File: src/rtl/ibex_mem_arbiter.sv
// Two-to-one arbiter that lets the Ibex fetch and load/store ports share one memory bus.
// It holds a stalled address phase until grant and routes responses back in issue order.
module ibex_mem_arbiter #(
  parameter int unsigned MAX_OUTSTANDING = 2,
  parameter bit          DATA_PRIORITY   = 1'b1
) (
  input  logic        clk_i,
  input  logic        rst_ni,

  input  logic        instr_req_i,
  output logic        instr_gnt_o,
  output logic        instr_rvalid_o,
  input  logic [31:0] instr_addr_i,
  output logic [31:0] instr_rdata_o,
  output logic        instr_err_o,

  input  logic        data_req_i,
  output logic        data_gnt_o,
  output logic        data_rvalid_o,
  input  logic        data_we_i,
  input  logic [3:0]  data_be_i,
  input  logic [31:0] data_addr_i,
  input  logic [31:0] data_wdata_i,
  output logic [31:0] data_rdata_o,
  output logic        data_err_o,

  output logic        mem_req_o,
  input  logic        mem_gnt_i,
  input  logic        mem_rvalid_i,
  output logic        mem_we_o,
  output logic [3:0]  mem_be_o,
  output logic [31:0] mem_addr_o,
  output logic [31:0] mem_wdata_o,
  input  logic [31:0] mem_rdata_i,
  input  logic        mem_err_i
);

  localparam int unsigned CntW = $clog2(MAX_OUTSTANDING + 1);
  localparam int unsigned PtrW = (MAX_OUTSTANDING > 1) ? $clog2(MAX_OUTSTANDING) : 1;

  typedef enum logic {
    PORT_INSTR = 1'b0,
    PORT_DATA  = 1'b1
  } port_e;

  logic            lock_q, lock_d;
  port_e           lock_sel_q, lock_sel_d;
  port_e           last_q, last_d;
  logic [CntW-1:0] cnt_q, cnt_d;
  logic [PtrW-1:0] wr_ptr_q, wr_ptr_d;
  logic [PtrW-1:0] rd_ptr_q, rd_ptr_d;
  port_e           id_q [MAX_OUTSTANDING];

  port_e sel;
  port_e head;
  logic  sel_req;
  logic  full;
  logic  push;
  logic  pop;

  function automatic logic [PtrW-1:0] ptr_inc(input logic [PtrW-1:0] ptr);
    return (ptr == PtrW'(MAX_OUTSTANDING - 1)) ? '0 : ptr + 1'b1;
  endfunction

  // NOTE: every signal assigned in always_comb gets a default first, so no path can infer a latch.
  always_comb begin
    sel = PORT_INSTR;
    if (lock_q) begin
      sel = lock_sel_q;
    end else if (instr_req_i && data_req_i) begin
      if (DATA_PRIORITY) begin
        sel = PORT_DATA;
      end else begin
        sel = (last_q == PORT_DATA) ? PORT_INSTR : PORT_DATA;
      end
    end else if (data_req_i) begin
      sel = PORT_DATA;
    end
  end

  // Full blocks new requests even when a response frees a slot in the same cycle.
  assign full      = (cnt_q >= CntW'(MAX_OUTSTANDING));
  assign sel_req   = (sel == PORT_DATA) ? data_req_i : instr_req_i;
  assign mem_req_o = sel_req & ~full;

  assign mem_we_o    = (sel == PORT_DATA) ? data_we_i    : 1'b0;
  assign mem_be_o    = (sel == PORT_DATA) ? data_be_i    : 4'hF;
  assign mem_addr_o  = (sel == PORT_DATA) ? data_addr_i  : instr_addr_i;
  assign mem_wdata_o = (sel == PORT_DATA) ? data_wdata_i : 32'h0;

  assign push = mem_req_o & mem_gnt_i;
  assign instr_gnt_o = push & (sel == PORT_INSTR);
  assign data_gnt_o  = push & (sel == PORT_DATA);

  // A response with nothing outstanding is a bus protocol violation and is dropped.
  assign pop  = mem_rvalid_i & (cnt_q != '0);
  assign head = id_q[rd_ptr_q];

  assign instr_rvalid_o = pop & (head == PORT_INSTR);
  assign data_rvalid_o  = pop & (head == PORT_DATA);
  assign instr_rdata_o  = mem_rdata_i;
  assign data_rdata_o   = mem_rdata_i;
  assign instr_err_o    = mem_err_i;
  assign data_err_o     = mem_err_i;

  always_comb begin
    lock_d     = lock_q;
    lock_sel_d = lock_sel_q;
    last_d     = last_q;
    wr_ptr_d   = wr_ptr_q;
    rd_ptr_d   = rd_ptr_q;
    cnt_d      = cnt_q;

    if (push) begin
      lock_d   = 1'b0;
      last_d   = sel;
      wr_ptr_d = ptr_inc(wr_ptr_q);
    end else if (mem_req_o) begin
      lock_d     = 1'b1;
      lock_sel_d = sel;
    end

    if (pop) begin
      rd_ptr_d = ptr_inc(rd_ptr_q);
    end

    case ({push, pop})
      2'b10:   cnt_d = cnt_q + 1'b1;
      2'b01:   cnt_d = cnt_q - 1'b1;
      default: cnt_d = cnt_q;
    endcase
  end

  // NOTE: sequential state uses non-blocking assignments so all registers update from the same pre-edge values.
  always_ff @(posedge clk_i or negedge rst_ni) begin
    if (!rst_ni) begin
      lock_q     <= 1'b0;
      lock_sel_q <= PORT_INSTR;
      last_q     <= PORT_DATA;
      cnt_q      <= '0;
      wr_ptr_q   <= '0;
      rd_ptr_q   <= '0;
    end else begin
      lock_q     <= lock_d;
      lock_sel_q <= lock_sel_d;
      last_q     <= last_d;
      cnt_q      <= cnt_d;
      wr_ptr_q   <= wr_ptr_d;
      rd_ptr_q   <= rd_ptr_d;
    end
  end

  // NOTE: the ID storage is not reset; an entry is only read after it was written, as guarded by cnt_q.
  always_ff @(posedge clk_i) begin
    if (push) begin
      id_q[wr_ptr_q] <= sel;
    end
  end

endmodule

File: config.mk
export PLATFORM = sky130hd
export DESIGN_NAME = ibex_mem_arbiter
export DESIGN_NICKNAME = d
export VERILOG_FILES = /design/src/rtl/ibex_mem_arbiter.sv
export SDC_FILE = /design/constraint.sdc
export NUM_CORES = 1
export LEC_CHECK = 0
export CAP_MARGIN = 20
export CORE_AREA = 2 2 110 112
export CTS_CLUSTER_DIAMETER = 100
export CTS_CLUSTER_SIZE = 24
export DETAILED_ROUTE_END_ITERATION = 10
export DIE_AREA = 0 0 112 114
export SLEW_MARGIN = 20
export SYNTH_ARGS = -nofsm -noshare
export SYNTH_HDL_FRONTEND = slang
export SYNTH_SLANG_ARGS = --single-unit
export TNS_END_PERCENT = 20
File: constraint.sdc
create_clock -name clk_i -period 1.7 [get_ports clk_i]
set_input_delay 0.34 -clock clk_i [delete_from_list [all_inputs] [get_ports clk_i]]
set_output_delay 0.34 -clock clk_i [all_outputs]
set_load 0.01 [all_outputs]
==> metrics <==
path depth of the worst reg2reg path 9; Detailed Place HPWL 5616 um; Synth cell types 27; Clock Latency Late Sink 0.23 ns; total CTS buffers 3; CP max-delay cell dfrtp_2; FF-to-FF Start lock_q; most used cell, CP buf_12; total power 4.728 mW; final worst-path setup slack -0.2297 ns; first drt pass iteration count 6; CTS tree built; Final Routed Wirelength 7601 um; max-cap viol count 0; core area 11710 sq um; clock power share 0.087; CTS clock-pin slew for the worst setup and hold paths 0.04 ns; Antenna diodes 0; Tcrit/Tclk final 1.135; # setup viols final 73; Pins Over Slew Limit 0; Bufs and invs on worst path 4; total track usage 0.1048; Sw Ratio 0.4331; synth warn 0; Final Hold Fails 0; CP Capture Type output port; Net Switching 2.047 mW; CP peak stage delay 0.40 ns; Initial Utilization 0.1341; internal power 2.680 mW; total number of vias 1894; Critical Path RT 1.36 ns; post-synth top area cell buf_4; CP Launch Type register; placed insts 515; min cycle time layout 1.930 ns; CTS Root Cell clkbuf_16; Cell Rows 40; NumNets Final 522; Gate power share 0.836; clk sinks 8; Seq/Total Area, Yosys 0.1339; instance area at placement 3158 sq um; f_max 0.5182 GHz; Seq pwr share 0.077; first-pass GRT wire length 10560 um; Worst Max-Slew Pin Slew 0.3254 ns; crit-path leading delay family buffers and inverters; clock skew 0.001619 ns; critical-path cell list mux2i_4, buf_12, buf_12, buf_8, nand2_2, a21oi_2, buf_2; final std cells w/o fill 527; crit path DAT 1.59 ns; largest net degree at the start of global routing 18; Synth Instances 249; IO Pins 280; reg2reg end cnt_q[1]; pre-CTS WS -0.6492 ns; post-synth top area share 0.3155; DR DRC count 0; slew margin rel. 0.7824; Mapped Avg Cell Area 6.306 sq um; DR WL/cell 14.42 um; failing checks negative setup slack; gpl congestion 0.7102; layout cells sized above 1 0.3395; vias in the first global route 1852; Cell Area, Synth 1570 sq um; DR iter-0 viols 30; Leakage Power 1.561 nW; Hold Crit Class input pin to async pin; DIE AREA 12770 sq um; internal reg-to-reg setup slack -0.07 ns; Area Overhead vs Synth 104.8%; initial antenna violation count 0; Die Height 114 um; Longest Clk Path Bufs 2; Die X 112 um; Final Cell Area 3216 sq um; hold buffer count at cts 0; ANT nets after route 0; outcome finished with violations; CP max FO 4; PD cells 1470 nW/um^2; maximum vdd ir drop 0.0009185 V; RSZ-0062 raised after global routing true; H-Tree Depth 1; count of state elements after synthesis 8; input/output buffers 180; total global routing overflow 0; largest cells by area after synthesis buf_4 (32%), nand2_1 (24%), and2_1 (13%); worst setup path class register to output port; drt via density 3.594; syn nets 390
-- power groups by stage --
stage | Clock, mW | Sequential [mW] | Combinational, mW
global route | 0.428 | 0.374 | 4.26
floorplan | 0 | 0.364 | 1.69
detailed placement | 0 | 0.362 | 3.64
global placement | 0 | 0.358 | 3.60
CTS | 0.417 | 0.360 | 3.83
finish | 0.409 | 0.364 | 3.95
-- through the flow --
stage	hold WS [ns]	setup TNS, ns	utilization
3_5_place_dp	0.4824	-45.71	0.2697
4_1_cts	0.3749	-13.65	0.2662
6_report	0.3723	-10.69	0.2746
5_1_grt	0.3904	-15.05	0.2746
3_3_place_gp	0.4811	-45.33	0.2697
2_1_floorplan	0.04441	0	-
-- cell usage in the layout (no fill, tap or decap), types with 2 or more instances in the layout --
cell | Yosys | final
inv_1 | 3 | 3
nand2b_1 | 4 | 4
clkbuf_16 | 0 | 4
and2_4 | 0 | 2
nor2_2 | 0 | 3
buf_6 | 1 | 8
xnor2_1 | 5 | 4
nand2_4 | 0 | 2
dlygate4sd2_1 | 0 | 3
nor2_1 | 7 | 4
buf_16 | 0 | 3
edfxtp_1 | 2 | 2
and2_1 | 33 | 31
nand2_1 | 99 | 84
clkdlybuf4s50_1 | 0 | 104
buf_4 | 66 | 7
nand2_2 | 0 | 13
buf_12 | 0 | 7
dfrtp_1 | 6 | 5
buf_2 | 4 | 68
-- area by class of cell --
type / count / area (sq um)
Fill cell: 1320 / 8496
Timing Repair Buffer: 203 / 1818
Multi-Input combinational cell: 161 / 895.9
Sequential cell: 8 / 211.5
Tap cell: 147 / 183.9
Clock buffer: 4 / 78.83
Inverter: 4 / 27.53
-- worst reg2reg max path, stage by stage, from the launching register on --
cell	delay, ns
dfrtp_2	0.43
buf_6	0.12
buf_6	0.11
or3b_4	0.23
o2111ai_4	0.13
buf_6	0.17
ha_4	0.16
xnor2_2	0.14
nor2_2	0.05
xnor2_1	0.12
-- per-layer routing --
metal / up-vias / GRT usage / share of wire
met3: 32 / 0.02179 / 0.070
met2: 90 / 0.1943 / 0.53
li1: 948 / - / -
met1: 824 / 0.1155 / 0.36
met5: - / 0 / 0
met4: 0 / 0.04634 / 0.035
-- worst max-delay path by stage --
stage	startpoint	to	slack [ns]	cells after the start
final	lock_q	mem_req_o	-0.23	7
after CTS	lock_q	mem_addr_o[28]	-0.27	8
after detailed placement	instr_req_i	instr_gnt_o	-0.65	5
after global routing	lock_q	mem_req_o	-0.29	7
after global placement	data_req_i	mem_addr_o[26]	-0.65	6
after floorplan	lock_q	mem_addr_o[22]	0.12	4
-- kinds of logic (layout without fill, tap and decap cells) --
kind of cell	count (synthesis)	after routing	synth area share
fa+ha+maj	1	1	0.007967
compound gates	6	6	0.03107
mux	2	2	0.02072
xor+xnor	5	5	0.02789
simple gates	147	147	0.4183
flops	8	8	0.1339
buf+inv	80	211	0.3602
-- state kept, by name, indices dropped and copies added (netlist names) --
signal and cells:
cnt_q 2, id_q 2, lock_q 1, lock_sel_q 1
rd_ptr_q 1, wr_ptr_q 1
-- repair_timing --
| action | CTS | global route |
|---|---|---|
| resized for setup | 315 | 30 |
| pin swaps | 4 | 16 |
| buffers inserted | 4 | 0 |
| cloned | 4 | 1 |
| setup endpoints to repair | 77 | 76 |
-- synthesized netlist by cell type --
cell type   n
a21boi_0    1
a21oi_1     1
a22o_1      1
and2_1     33
and2_2      1
buf_2       4
buf_4      66
buf_6       1
clkbuf_1    3
clkbuf_2    2
dfrtp_1     6
edfxtp_1    2
ha_1        1
inv_1       3
inv_4       1
mux2i_1     1
mux2i_4     1
nand2_1    99
nand2b_1    4
nor2_1      7
nor2b_1     1
nor3_1      1
o2111ai_2   1
o21ai_0     1
o21bai_1    1
or3b_1      1
xnor2_1     5
(Power assumes the default switching activity.)
